`src/rtl/cpu_types_pkg.sv`:
```
// Shared CPU datapath types: word width, RAM handshake states, and the
// memory arbiter's FSM state and bus-owner encodings.
package cpu_types_pkg;

    typedef logic [31:0] word_t;

    typedef enum logic [1:0] {
        FREE   = 2'd0,
        BUSY   = 2'd1,
        ACCESS = 2'd2,
        ERROR  = 2'd3
    } ramstate_t;

    typedef enum logic [1:0] {
        IDLE   = 2'd0,
        BUSY_I = 2'd1,
        BUSY_D = 2'd2
    } arb_state_t;

    typedef enum logic [1:0] {
        OWN_NONE = 2'd0,
        OWN_I    = 2'd1,
        OWN_D    = 2'd2
    } owner_t;

endpackage

```
`src/rtl/mem_arbiter.sv`:
```
// Arbitrates a single RAM port between instruction fetch and data access,
// with data priority, bounded instruction starvation and a grant timeout.
//
// state  | meaning
// IDLE   | no held grant; owner is the combinational winner this cycle
// BUSY_I | instruction fetch holds the RAM, waiting for ACCESS
// BUSY_D | data access holds the RAM, waiting for ACCESS
module mem_arbiter
    import cpu_types_pkg::*;
#(
    parameter int STARVE_MAX = 4,
    parameter int TIMEOUT    = 64
) (
    input  logic      CLK,
    input  logic      RST,
    input  logic      iREN,
    input  word_t     iaddr,
    output logic      iwait,
    output word_t     iload,
    input  logic      dREN,
    input  logic      dWEN,
    input  word_t     daddr,
    input  word_t     dstore,
    output logic      dwait,
    output word_t     dload,
    output logic      ramREN,
    output logic      ramWEN,
    output word_t     ramaddr,
    output word_t     ramstore,
    input  word_t     ramload,
    input  ramstate_t ramstate,
    output logic      tmo_err
);

    localparam int CW = $clog2(TIMEOUT + 1);
    localparam int SW = $clog2(STARVE_MAX + 1);
    localparam logic [CW-1:0] CNT_LAST   = CW'(TIMEOUT - 1);
    localparam logic [SW-1:0] STARVE_TOP = SW'(STARVE_MAX);

    arb_state_t    state;
    logic [CW-1:0] cycle_cnt;
    logic [SW-1:0] starve_cnt;
    logic          tmo_flag;

    owner_t owner;
    logic   d_req;
    logic   own_req;
    logic   access;
    logic   fail;
    logic   i_done;
    logic   d_done;

    // Owner is forced to none during reset so enables drop immediately.
    always_comb begin
        d_req = dREN | dWEN;
        owner = OWN_NONE;
        if (!RST) begin
            case (state)
                BUSY_I:  owner = OWN_I;
                BUSY_D:  owner = OWN_D;
                default: begin
                    if (iREN && (starve_cnt == STARVE_TOP))
                        owner = OWN_I;
                    else if (d_req)
                        owner = OWN_D;
                    else if (iREN)
                        owner = OWN_I;
                end
            endcase
        end
    end

    always_comb begin
        access  = (ramstate == ACCESS);
        own_req = 1'b0;
        case (owner)
            OWN_I:   own_req = iREN;
            OWN_D:   own_req = d_req;
            default: own_req = 1'b0;
        endcase
        i_done = (owner == OWN_I) && own_req && access;
        d_done = (owner == OWN_D) && own_req && access;
        // A withdrawn request is an abort, never a timeout or error.
        fail   = own_req && !access &&
                 ((ramstate == ERROR) || ((state != IDLE) && (cycle_cnt == CNT_LAST)));
    end

    always_ff @(posedge CLK or posedge RST) begin
        if (RST) begin
            state      <= IDLE;
            cycle_cnt  <= '0;
            starve_cnt <= '0;
            tmo_flag   <= 1'b0;
        end else begin
            case (state)
                IDLE: begin
                    cycle_cnt <= '0;
                    if (own_req && !access && !fail)
                        state <= (owner == OWN_I) ? BUSY_I : BUSY_D;
                end
                default: begin
                    if (!own_req || access || fail) begin
                        state     <= IDLE;
                        cycle_cnt <= '0;
                    end else begin
                        cycle_cnt <= cycle_cnt + 1'b1;
                    end
                end
            endcase

            if (fail)
                tmo_flag <= 1'b1;

            if (!iREN || i_done)
                starve_cnt <= '0;
            else if (d_done && (starve_cnt != STARVE_TOP))
                starve_cnt <= starve_cnt + 1'b1;
        end
    end

    always_comb begin
        ramREN   = 1'b0;
        ramWEN   = 1'b0;
        ramaddr  = '0;
        ramstore = '0;
        case (owner)
            OWN_D: begin
                ramaddr  = daddr;
                ramstore = dstore;
                ramWEN   = dWEN;
                ramREN   = dREN & ~dWEN;
            end
            OWN_I: begin
                ramaddr = iaddr;
                ramREN  = 1'b1;
            end
            default: ;
        endcase
        iload   = ramload;
        dload   = ramload;
        iwait   = iREN & ~((owner == OWN_I) & access);
        dwait   = d_req & ~((owner == OWN_D) & access);
        tmo_err = tmo_flag;
    end

endmodule

```
`config.mk`:
```
export PLATFORM = sky130hd
export DESIGN_NAME = mem_arbiter
export DESIGN_NICKNAME = d
export VERILOG_FILES = /design/src/rtl/cpu_types_pkg.sv /design/src/rtl/mem_arbiter.sv
export SDC_FILE = /design/constraint.sdc
export NUM_CORES = 1
export LEC_CHECK = 0
export CORE_AREA = 2 2 105 107
export CTS_CLUSTER_DIAMETER = 60
export DETAILED_ROUTE_END_ITERATION = 8
export DIE_AREA = 0 0 107 109
export DONT_BUFFER_PORTS = 1
export HOLD_SLACK_MARGIN = 0.02
export MAX_ROUTING_LAYER = met4
export PLACE_DENSITY = 0.39
export SYNTH_ARGS = -nofsm -noshare
export SYNTH_HDL_FRONTEND = slang
export SYNTH_SLANG_ARGS = --single-unit
export TNS_END_PERCENT = 5
```
`constraint.sdc`:
```
create_clock -name CLK -period 5.1 [get_ports CLK]
set_clock_uncertainty 0.15 [all_clocks]
set_input_delay 1.275 -clock CLK [delete_from_list [all_inputs] [get_ports CLK]]
set_output_delay 1.275 -clock CLK [all_outputs]
set_load 0.03 [all_outputs]
```
Yosys cells after proc, flatten, opt, wreduce, memory -nomap -nowiden
Index checks and enable logic that the tools add are counted.
{"block": "totals", "regBits": 13, "inputBits": 135, "word_cells": 66, "output_inout_bits": 133}
{"block": "op_classes", "n_reduce_logical": 23, "eq_ne": 10, "add_sub_neg": 2, "bitwise_logic": 9, "muxes": 18}
{"op": "$pmux W32 S2", "count": 1}
{"op": "$mux W32", "count": 1}
{"op": "$mux W2", "count": 7}
{"op": "$mux W7", "count": 2}
{"op": "$logic_and A1 B1 Y1", "count": 10}
{"op": "$eq A2 B2 Y1 const B", "count": 4}
{"op": "$add A7 B1 Y7 const B", "count": 1}
{"op": "$eq A7 B6 Y1 const B", "count": 1}
{"op": "$mux W3", "count": 2}
{"op": "$reduce_bool A2 Y1", "count": 3}
{"op": "$and A1 B1 Y1", "count": 5}
{"op": "$eq A2 B1 Y1 const B", "count": 2}
{"op": "$logic_not A1 Y1", "count": 4}
{"op": "$logic_or A1 B1 Y1", "count": 4}
{"op": "$pmux W1 S2", "count": 2}
{"op": "$pmux W2 S2", "count": 1}
{"op": "$add A3 B1 Y3 const B", "count": 1}
{"op": "$eq A3 B3 Y1 const B", "count": 1}
{"op": "$ne A3 B3 Y1 const B", "count": 1}
{"op": "$not A1 Y1", "count": 3}
{"op": "$logic_not A2 Y1", "count": 1}
{"op": "$mux W1", "count": 2}
{"op": "$ne A2 B2 Y1 const B", "count": 1}
{"op": "$reduce_and A2 Y1", "count": 1}
{"op": "$or A1 B1 Y1", "count": 1}

Depth between registers and ports, before layout
Gate-level depths: netlist (run 1).
{"block": "depth", "word_depth": 13, "mapped_depth": 11, "mapped_depth_nobuf": 10}

Least setup slack after synthesis (run 1)
OpenSTA, ideal clock, no wires.
{"block": "synth_timing", "path_kind": "input -> output", "from": "input port iREN", "to": "output port ramREN", "required_time_ns": 3.675, "stages": 7, "path_buffers": 2, "t_arrival_ns": 2.925, "setup_slack_ns": 0.750, "path_cell_list": "a311oi_1 a21oi_1 or2_2 ha_1 buf_2 clkbuf_1 nor2_1"}
{"block": "synth_between", "elab_chain_len": 7, "elab_cells_between_ends": 9, "classes_between": "2 x eq/ne; 6 x mux; 1 x reduce/logical"}
{"item": "start, declared", "line": "mem_arbiter.sv:16", "rtl": "input logic iREN,"}
{"item": "$mux W1", "line": "mem_arbiter.sv:66", "rtl": "else if (iREN)"}
{"item": "$mux W2", "line": "mem_arbiter.sv:64", "rtl": "else if (d_req)"}
{"item": "$mux W2 *", "line": "mem_arbiter.sv:62", "rtl": "if (iREN && (starve_cnt == STARVE_TOP))"}
{"item": "$pmux W2 S2 *", "line": "mem_arbiter.sv:58", "rtl": "case (state)"}
{"item": "$mux W2 *", "line": "mem_arbiter.sv:57", "rtl": "if (!RST) begin"}
{"item": "$eq A2 B1 Y1 / $eq A2 B2 Y1 (equally long branches)", "line": "mem_arbiter.sv:126", "rtl": "case (owner)"}
{"item": "$pmux W1 S2 *", "line": "mem_arbiter.sv:126"}
{"item": "end, declared", "line": "mem_arbiter.sv:26", "rtl": "output logic ramREN,"}
Every way passes the cells marked *; elsewhere a longest branch is shown, timed or not.

Final worst setup path (run 1)
{"block": "layout_timing", "from": "input port dREN", "to": "output port ramaddr[25]"}
{"block": "layout_between", "elab_chain_len": 7, "elab_cells_between_ends": 8, "classes_between": "2 x eq/ne; 5 x mux; 1 x bitwise"}
{"item": "start, declared", "line": "mem_arbiter.sv:20", "rtl": "input logic dREN,"}
{"item": "$or A1 B1 Y1 *", "line": "mem_arbiter.sv:55", "rtl": "d_req = dREN | dWEN;"}
{"item": "$mux W2 *", "line": "mem_arbiter.sv:64"}
{"item": "$mux W2 *", "line": "mem_arbiter.sv:62"}
{"item": "$pmux W2 S2 *", "line": "mem_arbiter.sv:58"}
{"item": "$mux W2 *", "line": "mem_arbiter.sv:57"}
{"item": "$eq A2 B1 Y1 / $eq A2 B2 Y1 (equally long branches)", "line": "mem_arbiter.sv:126"}
{"item": "$pmux W32 S2 *", "line": "mem_arbiter.sv:126"}
{"item": "end, declared", "line": "mem_arbiter.sv:28", "rtl": "output word_t ramaddr,"}
Marked as above.

==> out/qor.txt, run 1 <==
postcts setup bufs: 0
number of antenna violations at the first check in global routing: 1
Slew Viols, Final: 0
vias in the first global route: 1378
Port Buffer Count: 0
largest driver fanout on the critical path: 36
crit path cell chain: nor2_1 -> a311oi_1 -> a21oi_1 -> nor2_1 -> ha_2 -> buf_12 -> a22oi_1 -> nor2_1 -> buf_4
setup violators final: 0
Worst Hold Class: reg2reg
CTS Buf Count: 3
clk slew on worst S/H paths: 50 ps
flop-to-flop setup slack: 2120 ps
area of the mapped netlist: 0.00195 mm²
Tcrit/Tclk final: 85.8%
DRC violation count after routing: 0
dominant synthesized flop cell: sky130_fd_sc_hd__dfrtp_1
number of nets in the synthesized netlist: 406
post-cts resize count: 0
die boundary width: 107 µm
number of distinct library cells after synthesis: 36
TritonCTS clock tree: done
share of the yosys chip area belonging to registers: 16.6%
Required @ worst endpoint: 3670 ps
number of violations reported at the end of detailed-routing iteration 0: 54
half-perimeter wire length after detailed placement: 5840 µm
total iterations of the first detailed-routing run: 6
Routability Congestion: 0.758
crit start category: input pin
Hold Fails Final Rpt: 0
maximum number of pins on one net before global-route repair: 37
most frequent cells in the layout: 47 x sky130_fd_sc_hd__nor2_1, 35 x sky130_fd_sc_hd__buf_4, 34 x sky130_fd_sc_hd__and2_1, 32 x sky130_fd_sc_hd__a22oi_1, 13 x sky130_fd_sc_hd__dfrtp_1
total routed wire length on the met1 layer: 2470 µm
kind of cell adding the most delay to the critical path: adder cells
endpoint class of the critical path: output port
Async SR Flop Fraction: 100%
Tot GR Track Use: 10.5%
post-synthesis register bit count: 13
Power Internal: 256 µW
most frequent standard cell in the layout excluding fill and tap cells: sky130_fd_sc_hd__nor2_1
Inst Count DP: 361
Detail Route met3 WL: 874 µm
classification of the worst setup path: in2out
FF/Latch Area: 325 µm²
total overflow reported by the global router: 0
count of non-filler cells in the finished layout: 366
maximum resistive drop on vdd: 134 µV
DR vias/cell: 4.37
clock insertion delay at the later pin of the skew report: 240 ps
area of the core region: 0.0106 mm²
static leakage power: 0.808 nW
Tmin final: 4380 ps
met2 WL: 3510 µm
result of the run: finished clean
total routed wirelength: 6910 µm
row count: 38
final antenna-violating net count: 0
share of cells above drive strength 1: 20.4%
Boundary Pins: 268
detailed-route via count: 1601
clock tree sinks: 13
number of hold-repair buffers added at the cts stage: 0
total negative slack: 0 ps
starting utilization of the core area: 18.4%
final-layout fill cell count: 1187
number of flops mapped to enable cells by yosys: 0
area of the die: 0.0117 mm²
cell at the slowest stage of the critical path: sky130_fd_sc_hd__ha_2
CTS max path bufs: 2
Net Sw Power: 270 µW
root buffer selected by CTS: sky130_fd_sc_hd__clkbuf_8
Avg Cell Area, Syn: 7.43 µm²
sequential group share of total power: 23.7%
Syn-to-layout area delta: -1.22%
yosys warns: 0
combinational power share: 58.8%
RSZ-0062 raised after global routing: no
proportion of total power due to net switching: 51.3%
net count of the finished layout: 369
number of levels in the clock H-tree: 1
post-synth top area cell: sky130_fd_sc_hd__buf_4
Slew @ Worst Pin: 581 ps
first-pass GRT wire length: 8870 µm
dominant cell type by count on the critical path: sky130_fd_sc_hd__nor2_1
Critical Path AT: 2950 ps
clock network power share: 17.5%
worst relative slew slack: 61.3%
number of standard cells after synthesis: 263
top post-synthesis cells by area: sky130_fd_sc_hd__buf_4 25%, sky130_fd_sc_hd__dfrtp_1 17%, sky130_fd_sc_hd__a22oi_1 12%
buffering stage count on the worst path with inverters included: 2
power density relative to cell area: 272 mW/mm²
Routed WL per cell: 18.9 µm
number of max-cap violations: 0
slowest stage delay, CP: 570 ps
maximum clock rate: 228 MHz
top layer used by detailed routing: met4
Synth top area share: 24.6%
vertical die dimension: 109 µm
total area of multi-input combinational cells: 0.00105 mm²
[registers in the layout (all words and copies together) (netlist names)]
signal,flops
cycle_cnt,7
starve_cnt,3
state,2
tmo_err,1
[synthesized netlist by cell type (all sizes together) (2+ instances only)]
master	count
buf	71
nor2	47
and2	34
a22oi	32
dfrtp	13
clkbuf	8
ha	8
inv	8
nand2	5
a21oi	4
a21o	3
nand3	3
xnor2	3
xor2	3
nand3b	2
nand4	2
o21ai	2
o2bb2ai	2
[final timing paths]
check | from | end | cells after the start
min in group asynchronous | RST | starve_cnt[2] | 1
max reg2reg | state[0] | starve_cnt[1] | 11
max in group asynchronous | RST | state[0] | 1
min | cycle_cnt[0] | cycle_cnt[0] | 1
max | dREN | ramaddr[25] | 9
min reg2reg | cycle_cnt[0] | cycle_cnt[0] | 1
[stage by stage]
stage	setup WS (ps)	util [%]	hold WS, ps	total power [mW]	instance area [µm²]
finish	722	18.2	314	0.526	1930
global route	507	18.2	364	0.560	1930
CTS	714	18.2	319	0.536	1930
detailed placement	714	17.8	312	0.441	1880
global placement	746	17.8	309	0.440	1880
floorplan	750	-	283	0.458	1950
[kinds of logic (layout without fill, tap and decap cells)]
kind of cell	Yosys count	after routing	share of synthesized area [%]
simple gates	97	97	24.8
buf+inv	87	49	29.8
compound gates	51	51	20.4
flops	13	13	16.6
fa+ha+maj	8	8	5.12
xor+xnor	6	6	2.69
mux	1	1	0.512
other cells	0	1	0
[area by class of cell]
class,count,area share [%]
Inverter,8,1.56
Multi-Input combinational cell,163,54.4
Sequential cell,13,16.9
Tap cell,140,9.07
Clock buffer,4,2.33
Antenna cell,1,0.130
Timing Repair Buffer,37,15.7
[power groups by stage]
stage	Clock (mW)	Combinational, mW	Sequential (mW)
after global routing	0.100	0.335	0.125
after CTS	0.0958	0.316	0.125
after floorplan	0	0.334	0.124
after global placement	0	0.313	0.126
after detailed placement	0	0.314	0.127
final	0.0922	0.309	0.124
[layer usage]
layer / track usage, % / vias to the layer above
met4: 2.60 / 0
li1: - / 745
met2: 17.6 / 126
met1: 11.6 / 724
met5: - / -
met3: 4.66 / 6
(Power assumes the default switching activity.)
==> run 2, diff against run 1 <==
==> constraint.sdc (replaced) <==
create_clock -name CLK -period 5.1 [get_ports CLK]
set_clock_uncertainty 0.15 [all_clocks]
set_input_delay 1.02 -clock CLK [delete_from_list [all_inputs] [get_ports CLK]]
set_output_delay 1.02 -clock CLK [all_outputs]
set_load 0.03 [all_outputs]
==> out/qor.txt, run 2 (synthesis results as in run 1) <==
result of the run: finished clean
RSZ-0062 raised after global routing: no
power density relative to cell area: 275 mW/mm²
Top reg by flops: cycle_cnt
Tcrit/Tclk final: 79.9%
registers with the highest flip-flop counts: cycle_cnt (7), starve_cnt (3), state (2)
slowest stage delay, CP: 570 ps
global routing usage on met2: 17.9%
detailed-route via count: 1622
Power Internal: 250 µW
row count: 38
number of levels in the clock H-tree: 1
Critical Path AT: 2900 ps
Required @ worst endpoint: 3930 ps
first-pass GRT wire length: 9240 µm
Tot GR Track Use: 10.8%
total iterations of the first detailed-routing run: 4
cell at the slowest stage of the critical path: sky130_fd_sc_hd__ha_2
maximum clock rate: 245 MHz
final antenna-violating net count: 0
setup ws final: 1030 ps
classification of the worst setup path: reg2out
kind of cell adding the most delay to the critical path: adder cells
DR vias/cell: 4.46
total routed wirelength: 7090 µm
met1 layer usage reported by global route: 11.8%
flop-to-flop setup slack: 2190 ps
maximum number of pins on one net before global-route repair: 38
maximum resistive drop on vdd: 176 µV
vias in the first global route: 1498
vertical die dimension: 109 µm
share of cells above drive strength 1: 20.1%
clock network power share: 17.9%
CTS max path bufs: 2
combinational power share: 58.4%
Tmin final: 4070 ps
Worst Hold Class: reg2reg
most frequent cells in the layout: 47 x sky130_fd_sc_hd__nor2_1, 36 x sky130_fd_sc_hd__buf_4, 34 x sky130_fd_sc_hd__and2_1, 32 x sky130_fd_sc_hd__a22oi_1, 13 x sky130_fd_sc_hd__dfrtp_1
Slew Viols, Final: 0
DRC violation count after routing: 0
crit path cell chain: inv_1 -> ha_1 -> a311oi_1 -> a21oi_1 -> nor2_1 -> ha_2 -> buf_4 -> a22oi_1 -> nor2_1 -> buf_4
Syn-to-layout area delta: -3.01%
post-cts resize count: 0
Port Buffer Count: 0
area of the die: 0.0117 mm²
total negative slack: 0 ps
Routed WL per cell: 19.5 µm
clock insertion delay at the later pin of the skew report: 250 ps
half-perimeter wire length after detailed placement: 5960 µm
number of hold-repair buffers added at the cts stage: 0
clk slew on worst S/H paths: 60 ps
Net Sw Power: 272 µW
most frequent standard cell in the layout excluding fill and tap cells: sky130_fd_sc_hd__nor2_1
fraction of met3 tracks used by global routing: 3.95%
Design Power: 522 µW
antenna diode instance count: 0
final-layout fill cell count: 1215
Hold Fails Final Rpt: 0
setup violators final: 0
number of antenna violations at the first check in global routing: 0
root buffer selected by CTS: sky130_fd_sc_hd__clkbuf_8
Routability Congestion: 0.788
number of max-cap violations: 0
busiest layer in global routing: met2
CTS Buf Count: 3
FF/Latch Area: 325 µm²
proportion of total power due to net switching: 52.1%
Slew @ Worst Pin: 583 ps
static leakage power: 0.797 nW
endpoint class of the critical path: output port
total overflow reported by the global router: 0
Post-Place Worst Slack: 1020 ps
clock tree sinks: 13
die boundary width: 107 µm
buffering stage count on the worst path with inverters included: 3
total area of multi-input combinational cells: 0.00105 mm²
postcts setup bufs: 0
area of the core region: 0.0106 mm²
number of flip-flops under the largest register name: 7
largest driver fanout on the critical path: 35
net count of the finished layout: 368
TritonCTS clock tree: done
worst relative slew slack: 61.1%
Boundary Pins: 268
number of violations reported at the end of detailed-routing iteration 0: 63
starting utilization of the core area: 18.4%
crit start category: register
sequential group share of total power: 23.7%
run 2: changes by cell type in the layout (fill, tap and decap cells not counted):
| cell | change |
|---|---|
| sky130_fd_sc_hd__diode_2 | -1 |
| sky130_fd_sc_hd__buf_4 | +1 |
| sky130_fd_sc_hd__buf_12 | -2 |
run 2: layout make-up:
class | count | area share, %
Multi-Input combinational cell | 163 | 55.4
Clock buffer | 4 | 2.38
Tap cell | 140 | 9.24
Timing Repair Buffer | 36 | 14.3
Sequential cell | 13 | 17.2
Inverter | 8 | 1.58
run 2: final timing paths:
path	startpoint	end	depth (start not counted)
setup / recovery	state[0]	ramaddr[7]	10
hold / removal	cycle_cnt[0]	cycle_cnt[0]	1
setup reg to reg	state[0]	state[0]	10
hold reg to reg	cycle_cnt[0]	cycle_cnt[0]	1
max in group asynchronous	RST	cycle_cnt[5]	1
min in group asynchronous	RST	cycle_cnt[1]	1
run 2: worst register-to-register path: stages, from the launching register on:
cell,delay (ps)
sky130_fd_sc_hd__dfrtp_1,370
sky130_fd_sc_hd__inv_1,80
sky130_fd_sc_hd__ha_1,350
sky130_fd_sc_hd__a311oi_1,260
sky130_fd_sc_hd__a21oi_1,80
sky130_fd_sc_hd__nor2_1,100
sky130_fd_sc_hd__ha_2,570
sky130_fd_sc_hd__o21ai_2,200
sky130_fd_sc_hd__a211oi_4,300
sky130_fd_sc_hd__o2bb2ai_1,120
sky130_fd_sc_hd__a32o_1,210
run 2: power by group through the flow:
stage,clock network [mW],logic [mW],registers [mW]
2_1_floorplan,0,0.334,0.124
3_3_place_gp,0,0.306,0.126
3_5_place_dp,0,0.309,0.126
4_1_cts,0.0950,0.311,0.124
5_1_grt,0.0998,0.329,0.125
6_report,0.0933,0.305,0.124
run 2: through the flow:
stage | cell area (µm²) | util, % | std cells | hold WS [ps]
after floorplan | 1950 | - | 263 | 283
after global placement | 1850 | 17.5 | 360 | 306
after detailed placement | 1850 | 17.5 | 360 | 305
after CTS | 1900 | 17.9 | 364 | 312
after global routing | 1900 | 17.9 | 364 | 350
final | 1900 | 17.9 | 364 | 310
run 2: layer usage:
metal,up-vias,wire [µm]
met5,-,0
li1,735,-
met4,0,201
met1,751,2530
met2,125,3570
met3,11,782
